## src/rtl/csi_pkg.sv

```systemverilog
// Shared CSI-2 packet definitions: header field widths, data types,
// parser state encoding and the header ECC generator.
package csi_pkg;

  localparam int unsigned DATA_W = 16;
  localparam int unsigned DI_W   = 8;
  localparam int unsigned WC_W   = 16;
  localparam int unsigned ECC_W  = 8;
  localparam int unsigned VC_W   = 2;
  localparam int unsigned DT_W   = 6;
  localparam int unsigned HDR_W  = DI_W + WC_W;

  localparam logic [DT_W-1:0] DT_FS       = 6'h00;
  localparam logic [DT_W-1:0] DT_FE       = 6'h01;
  localparam logic [DT_W-1:0] DT_RAW10    = 6'h2B;
  localparam logic [DT_W-1:0] DT_LONG_MIN = 6'h10;

  typedef enum logic [2:0] {
    IDLE,
    HDR,
    PAYLOAD,
    CRC,
    WAIT_EOT
  } csi_state_t;

  // Hamming parity over the 24-bit packet header {WC, DI}; bit 0 is DI[0].
  function automatic logic [5:0] csi_ecc(input logic [HDR_W-1:0] d);
    logic [5:0] p;
    p[0] = d[0] ^ d[1] ^ d[2] ^ d[4] ^ d[5] ^ d[7] ^ d[10] ^ d[11] ^ d[13] ^
           d[16] ^ d[20] ^ d[21] ^ d[22] ^ d[23];
    p[1] = d[0] ^ d[1] ^ d[3] ^ d[4] ^ d[6] ^ d[8] ^ d[10] ^ d[12] ^ d[14] ^
           d[17] ^ d[20] ^ d[21] ^ d[22] ^ d[23];
    p[2] = d[0] ^ d[2] ^ d[3] ^ d[5] ^ d[6] ^ d[9] ^ d[11] ^ d[12] ^ d[15] ^
           d[18] ^ d[20] ^ d[21] ^ d[22];
    p[3] = d[1] ^ d[2] ^ d[3] ^ d[7] ^ d[8] ^ d[9] ^ d[13] ^ d[14] ^ d[15] ^
           d[19] ^ d[20] ^ d[21] ^ d[23];
    p[4] = d[4] ^ d[5] ^ d[6] ^ d[7] ^ d[8] ^ d[9] ^ d[16] ^ d[17] ^ d[18] ^
           d[19] ^ d[20] ^ d[22] ^ d[23];
    p[5] = d[10] ^ d[11] ^ d[12] ^ d[13] ^ d[14] ^ d[15] ^ d[16] ^ d[17] ^
           d[18] ^ d[19] ^ d[21] ^ d[22] ^ d[23];
    return p;
  endfunction

endpackage

```

## src/rtl/csi_packet_parser_if.sv

```systemverilog
// Lane-merged HS byte stream entering the packet parser.
interface csi_packet_parser_if;
  import csi_pkg::*;

  logic [DATA_W-1:0] data_in;
  logic              data_valid;

  modport master (output data_in, data_valid);
  modport slave  (input  data_in, data_valid);
endinterface

```

## src/rtl/csi_ecc_check.sv

```systemverilog
// Combinational header ECC generation and compare against the received ECC byte.
module csi_ecc_check
  import csi_pkg::*;
(
  input  logic [HDR_W-1:0] hdr,
  input  logic [ECC_W-1:0] ecc_rx,
  output logic             ecc_ok
);

  // Received ECC must match the generated parity with its two spare bits clear.
  always_comb begin
    ecc_ok = (ecc_rx == {2'b00, csi_ecc(hdr)});
  end

endmodule

```

## src/rtl/csi_packet_parser.sv

```systemverilog
// CSI-2 packet parser: header decode with ECC check, frame/line tracking and
// forwarding of RAW10 payload on the selected virtual channel.
module csi_packet_parser #(
  parameter logic [1:0] VC_SEL   = 2'd0,
  parameter logic [5:0] DT_RAW10 = 6'h2B
) (
  input  logic                rxbyteclkhs,
  input  logic                reset,
  csi_packet_parser_if.slave  rx,
  output logic [15:0]         data_out,
  output logic                frame_active,
  output logic                frame_valid,
  output logic [15:0]         line_count,
  output logic [15:0]         frame_count,
  output logic                ecc_err,
  output logic                pkt_err
);
  import csi_pkg::*;

  csi_state_t        state_q, state_d;
  logic [DI_W-1:0]   di_q, di_d;
  logic [7:0]        wc_lo_q, wc_lo_d;
  logic [WC_W-1:0]   rem_q, rem_d;
  logic              fwd_q, fwd_d;

  logic [15:0]       data_out_d;
  logic              frame_active_d;
  logic              frame_valid_d;
  logic [15:0]       line_count_d;
  logic [15:0]       frame_count_d;
  logic              ecc_err_d;
  logic              pkt_err_d;

  logic [WC_W-1:0]   hdr_wc;
  logic [VC_W-1:0]   hdr_vc;
  logic [DT_W-1:0]   hdr_dt;
  logic              hdr_ecc_ok;
  logic              vc_match;
  logic              raw_match;

  // Header fields: H0 is held in di_q/wc_lo_q, H1 is on the bus during HDR.
  always_comb begin
    hdr_wc    = {rx.data_in[7:0], wc_lo_q};
    hdr_vc    = di_q[7:6];
    hdr_dt    = di_q[5:0];
    vc_match  = (hdr_vc == VC_SEL);
    raw_match = vc_match && (hdr_dt == DT_RAW10);
  end

  csi_ecc_check u_ecc_check (
    .hdr    ({hdr_wc, di_q}),
    .ecc_rx (rx.data_in[15:8]),
    .ecc_ok (hdr_ecc_ok)
  );

  // Next-state and next-output decode; pulses and forwarding default low each cycle.
  always_comb begin
    state_d        = state_q;
    di_d           = di_q;
    wc_lo_d        = wc_lo_q;
    rem_d          = rem_q;
    fwd_d          = fwd_q;
    data_out_d     = '0;
    frame_valid_d  = 1'b0;
    frame_active_d = frame_active;
    line_count_d   = line_count;
    frame_count_d  = frame_count;
    ecc_err_d      = 1'b0;
    pkt_err_d      = 1'b0;

    unique case (state_q)
      IDLE: begin
        if (rx.data_valid) begin
          di_d    = rx.data_in[7:0];
          wc_lo_d = rx.data_in[15:8];
          state_d = HDR;
        end
      end

      HDR: begin
        if (!rx.data_valid) begin
          pkt_err_d = 1'b1;
          state_d   = IDLE;
        end else if (!hdr_ecc_ok) begin
          ecc_err_d = 1'b1;
          state_d   = WAIT_EOT;
        end else if (hdr_dt < DT_LONG_MIN) begin
          if (vc_match) begin
            if (hdr_dt == DT_FS) begin
              frame_active_d = 1'b1;
              line_count_d   = '0;
            end else if (hdr_dt == DT_FE) begin
              frame_active_d = 1'b0;
              frame_count_d  = frame_count + 16'd1;
            end
          end
          state_d = WAIT_EOT;
        end else begin
          rem_d = hdr_wc;
          fwd_d = raw_match && !hdr_wc[0];
          if (raw_match && hdr_wc[0]) begin
            pkt_err_d = 1'b1;
          end
          state_d = (hdr_wc == '0) ? CRC : PAYLOAD;
        end
      end

      PAYLOAD: begin
        if (!rx.data_valid) begin
          pkt_err_d = 1'b1;
          state_d   = IDLE;
        end else begin
          frame_valid_d = fwd_q;
          data_out_d    = fwd_q ? rx.data_in : '0;
          // An odd tail (rem=1) shares its word with the first CRC byte; clamp to 0.
          if (rem_q <= 16'd2) begin
            rem_d   = '0;
            state_d = CRC;
          end else begin
            rem_d = rem_q - 16'd2;
          end
        end
      end

      CRC: begin
        if (!rx.data_valid) begin
          state_d = IDLE;
        end else begin
          if (fwd_q) begin
            line_count_d = line_count + 16'd1;
          end
          state_d = WAIT_EOT;
        end
      end

      WAIT_EOT: begin
        if (!rx.data_valid) begin
          state_d = IDLE;
        end
      end

      default: state_d = IDLE;
    endcase
  end

  // State and registered outputs; synchronous reset clears everything.
  always_ff @(posedge rxbyteclkhs) begin
    if (reset) begin
      state_q      <= IDLE;
      di_q         <= '0;
      wc_lo_q      <= '0;
      rem_q        <= '0;
      fwd_q        <= 1'b0;
      data_out     <= '0;
      frame_active <= 1'b0;
      frame_valid  <= 1'b0;
      line_count   <= '0;
      frame_count  <= '0;
      ecc_err      <= 1'b0;
      pkt_err      <= 1'b0;
    end else begin
      state_q      <= state_d;
      di_q         <= di_d;
      wc_lo_q      <= wc_lo_d;
      rem_q        <= rem_d;
      fwd_q        <= fwd_d;
      data_out     <= data_out_d;
      frame_active <= frame_active_d;
      frame_valid  <= frame_valid_d;
      line_count   <= line_count_d;
      frame_count  <= frame_count_d;
      ecc_err      <= ecc_err_d;
      pkt_err      <= pkt_err_d;
    end
  end

endmodule

```

## src/flat_wrapper.sv

```systemverilog
// flat-port wrapper written by rule: the top's interface ports become plain ports
module csi_packet_parser_flat import csi_pkg::*;
#(
  parameter logic [1:0] VC_SEL   = 2'd0,
  parameter logic [5:0] DT_RAW10 = 6'h2B
)
  (rxbyteclkhs, reset, data_out, frame_active, frame_valid, line_count, frame_count, ecc_err, pkt_err, rx_data_in, rx_data_valid);
  csi_packet_parser_if rx_i ();
  input  logic rxbyteclkhs;
  input  logic reset;
  output logic [15:0] data_out;
  output logic frame_active;
  output logic frame_valid;
  output logic [15:0] line_count;
  output logic [15:0] frame_count;
  output logic ecc_err;
  output logic pkt_err;
  input wire logic [$bits(rx_i.data_in)-1:0] rx_data_in;
  input wire logic [$bits(rx_i.data_valid)-1:0] rx_data_valid;
  assign rx_i.data_in = rx_data_in;
  assign rx_i.data_valid = rx_data_valid;
  csi_packet_parser #(.VC_SEL(VC_SEL), .DT_RAW10(DT_RAW10)) u_core (.rxbyteclkhs(rxbyteclkhs), .reset(reset), .rx(rx_i), .data_out(data_out), .frame_active(frame_active), .frame_valid(frame_valid), .line_count(line_count), .frame_count(frame_count), .ecc_err(ecc_err), .pkt_err(pkt_err));
endmodule
```

## config.mk

```make
export PLATFORM = sky130hd
export DESIGN_NAME = csi_packet_parser_flat
export DESIGN_NICKNAME = d
export VERILOG_FILES = /design/src/rtl/csi_pkg.sv /design/src/rtl/csi_packet_parser_if.sv /design/src/rtl/csi_ecc_check.sv /design/src/rtl/csi_packet_parser.sv /design/src/flat_wrapper.sv
export SDC_FILE = /design/constraint.sdc
export NUM_CORES = 1
export LEC_CHECK = 0
export ABC_AREA = 1
export CORE_ASPECT_RATIO = 1.25
export CORE_MARGIN = 2
export CORE_UTILIZATION = 25
export DETAILED_ROUTE_END_ITERATION = 8
export SLEW_MARGIN = 10
export SYNTH_ARGS = -nofsm -noshare
export SYNTH_HDL_FRONTEND = slang
export SYNTH_SLANG_ARGS = --single-unit
```

## constraint.sdc

```tcl
create_clock -name rxbyteclkhs -period 5.65 [get_ports rxbyteclkhs]
set_input_delay 1.13 -clock rxbyteclkhs [delete_from_list [all_inputs] [get_ports rxbyteclkhs]]
set_output_delay 1.13 -clock rxbyteclkhs [all_outputs]
set_load 0.05 [all_outputs]
```

==> summary.txt <==
Clock tree
  – H-Tree Depth: 3
  – Clock slew at reported path FFs: 70 ps
  – Clk buf depth: 2
  – Skew-Pair Late Insertion Delay: 360 ps
  – Post CTS Setup Buffer Count: 0
  – CTS tree: yes
  – Clock root cell: clkbuf_16
  – CTS sink cnt: 88
  – Post-cts gate resize count: 0
  – CTS Buf Count: 9
  – Hold_buf cts: 0

Routing
  – # DRC: 0
  – DR pass1 iterations: 5
  – Post-Route WL: 16.5 mm
  – Wirelength per Cell: 13.8 um
  – Routed Antenna Nets: 0
  – 1st-iter DRT viols: 268
  – Via count: 5590
  – DR vias/cell: 4.69

Global routing
  – Largest net degree at the start of global routing: 38
  – GR Util All Layers: 0.146
  – First-pass GRT wire length: 26.9 mm
  – Total gr overflow: 0
  – Vias in the first global route: 5309
  – Initial antenna violation count: 0

Final layout
  – Final core utilization: 0.313
  – Register Area: 0.00176 mm2
  – Fillers: 2422
  – Nets: 938
  – Diodes inserted: 0
  – Area grow syn2layout: 22.6%
  – Multi-input logic area: 0.00327 mm2
  – Share of layout cells above drive strength 1: 0.0613

Pwr
  – Net Sw Frac: 0.366
  – Clk pwr share: 0.341
  – P_sw: 637 uW
  – Internal power: 1.10 mW
  – Reg power frac: 0.386
  – Comb pwr share: 0.273
  – Max IR drop VDD: 0.148 mV
  – PwrDens: 258 mW/mm2
  – Leak: 2.79 nW

STA
  – Slew @ Worst Pin: 1140 ps
  – Slew margin rel.: 0.234
  – Crit path time final: 3580 ps
  – # setup viols final: 0
  – Final worst path period share: 0.634
  – FMAX: 279 MHz
  – Final hold viol count: 0
  – Final Skew: 7.95 ps
  – Setup TNS: 0 ps
  – Final slew viol count: 0
  – RSZ-0062 raised after global routing: false

Logic synthesis
  – Top post-synthesis cells by area: dfxtp_1, nand2_1, nor2_1
  – Number of synthesized flops with an enable pin: 0
  – Distinct cells, synth: 34
  – Most common cell in the netlist: nand2_1
  – Yosys warnings: 0
  – Syn Std Cell Area: 0.00552 mm2
  – Seq/Total Area, Yosys: 0.319
  – #FFs+latches synth: 88
  – Synth area leader: dfxtp_1
  – Share of the synthesized area in the top cell type: 0.319
  – Most used DFF post-synth: dfxtp_1
  – Synthesized instance count: 850
  – Syn nets: 879
  – Asr flop ratio synth: 0
  – Synthesized area per cell: 6.49 um2
  – Post-synth top cells: nand2_1, nor2_1, inv_1

Floorplan
  – FP Rows: 60
  – Die width: 137 um
  – DIE AREA: 0.0233 mm2
  – Starting Density: 0.255
  – Die Height: 170 um
  – Core Region: 0.0216 mm2
  – IO Pins: 71

Run status
  – Status: completed

Critical path
  – Critical path required time: 5890 ps
  – CP Data Arrival Time: 3820 ps
  – Setup crit end kind: register
  – Crit path kind: in2reg
  – Worst Setup Start Kind: primary input
  – CP Max Fanout: 17

Run
  – Max Cap Viol: 0

Placed design
  – Port Buf Inserts: 70
  – Routability congestion estimate: 0.871
  – Detail Placement HPWL: 12.2 mm

Min path
  – Worst hold path class: reg2reg
## cells in the final DEF (no fill, tap or decap), types with 2 or more instances in the layout
master	instances
a21oi_1	52
buf_4	4
clkbuf_16	9
clkdlybuf4s50_1	70
clkinv_1	2
clkinv_4	3
dfxtp_1	88
ha_1	10
inv_1	90
inv_2	6
inv_6	2
nand2_1	215
nand2_2	6
nand2_4	3
nand3_1	50
nand3_4	3
nand3b_1	4
nand4_1	42
nor2_1	104
nor2_2	12
nor2_4	3
nor3_1	12
nor3_2	2
nor3b_1	2
nor4_1	8
o211ai_1	2
o21ai_0	41
o22ai_1	13
xnor2_1	13
xor2_1	37
## critical path, cell delays in order
cell	delay [ps]
clkdlybuf4s50_1	570
inv_1	170
nand2_1	120
nand2_1	90
inv_1	120
nand2_1	90
nand2_1	70
nand2_1	70
nand2_1	70
nand2_1	50
nand3_1	60
nand2_1	80
nor2_2	180
nand3_4	140
inv_2	270
nand3_4	260
xor2_1	200
nor2_1	50
## state kept, by name, summed over array words and instances, names as in the netlist, 3 cells and up
| signal | flops |
|---|---|
| u_core.data_out | 16 |
| u_core.wc_lo_q | 8 |
| u_core.rem_q | 16 |
| u_core.di_q | 8 |
| u_core.frame_count | 16 |
| u_core.line_count | 16 |
| u_core.state_q | 3 |
## cell type report
cell class              instances  area share
well taps                     279      0.0516
flip-flops and latches         88       0.261
multi-input cells             638       0.484
repair buffers                 74       0.108
clock inverters                 7     0.00833
inverters                      98      0.0544
clock buffers                   9      0.0333
## power by group through the flow
stage / Clock (mW) / Sequential (mW) / Combinational (mW)
final: 0.593 / 0.672 / 0.476
after global routing: 0.632 / 0.676 / 0.543
after CTS: 0.608 / 0.672 / 0.476
after detailed placement: 0 / 0.686 / 0.474
after global placement: 0 / 0.686 / 0.470
after floorplan: 0 / 0.683 / 0.356
## cells by family after synthesis
kind of cell,count (synthesis),share of synthesized area
compound gates,111,0.105
xor+xnor,50,0.0794
fa+ha+maj,10,0.0227
buf+inv,124,0.0887
flops,88,0.319
simple gates,467,0.384
## final timing paths
kind	start	end	slack [ps]	cells past startpoint
setup reg to reg	u_core.wc_lo_q[3]$_SDFFE_PP0P_	u_core.frame_count[0]$_SDFFE_PP0P_	2790	14
hold reg to reg	u_core.rem_q[0]$_SDFFE_PP0P_	u_core.rem_q[0]$_SDFFE_PP0P_	470	2
hold / removal	u_core.rem_q[0]$_SDFFE_PP0P_	u_core.rem_q[0]$_SDFFE_PP0P_	470	2
setup / recovery	rx_data_in[3]	u_core.frame_count[0]$_SDFFE_PP0P_	2070	18
## stage by stage
stage / power [mW] / cell area [um2] / hold WS, ps / worst slack, ps / cells
floorplan: 1.04 / 5520 / 439 / 2810 / 850
global placement: 1.16 / 6480 / 461 / 1740 / 1177
detailed placement: 1.16 / 6480 / 463 / 1720 / 1177
CTS: 1.76 / 6760 / 473 / 2090 / 1193
global route: 1.85 / 6760 / 509 / 1850 / 1193
finish: 1.74 / 6760 / 473 / 2070 / 1193
## per-layer routing
metal,up-vias,part of all wire,wire (um),global-route usage
met3,31,0.032,521,0.0185
met5,-,0,0,0
li1,2888,-,-,-
met2,123,0.49,8060,0.255
met1,2548,0.45,7440,0.177
met4,0,0.029,481,0.0641
(Power assumes the default switching activity.)
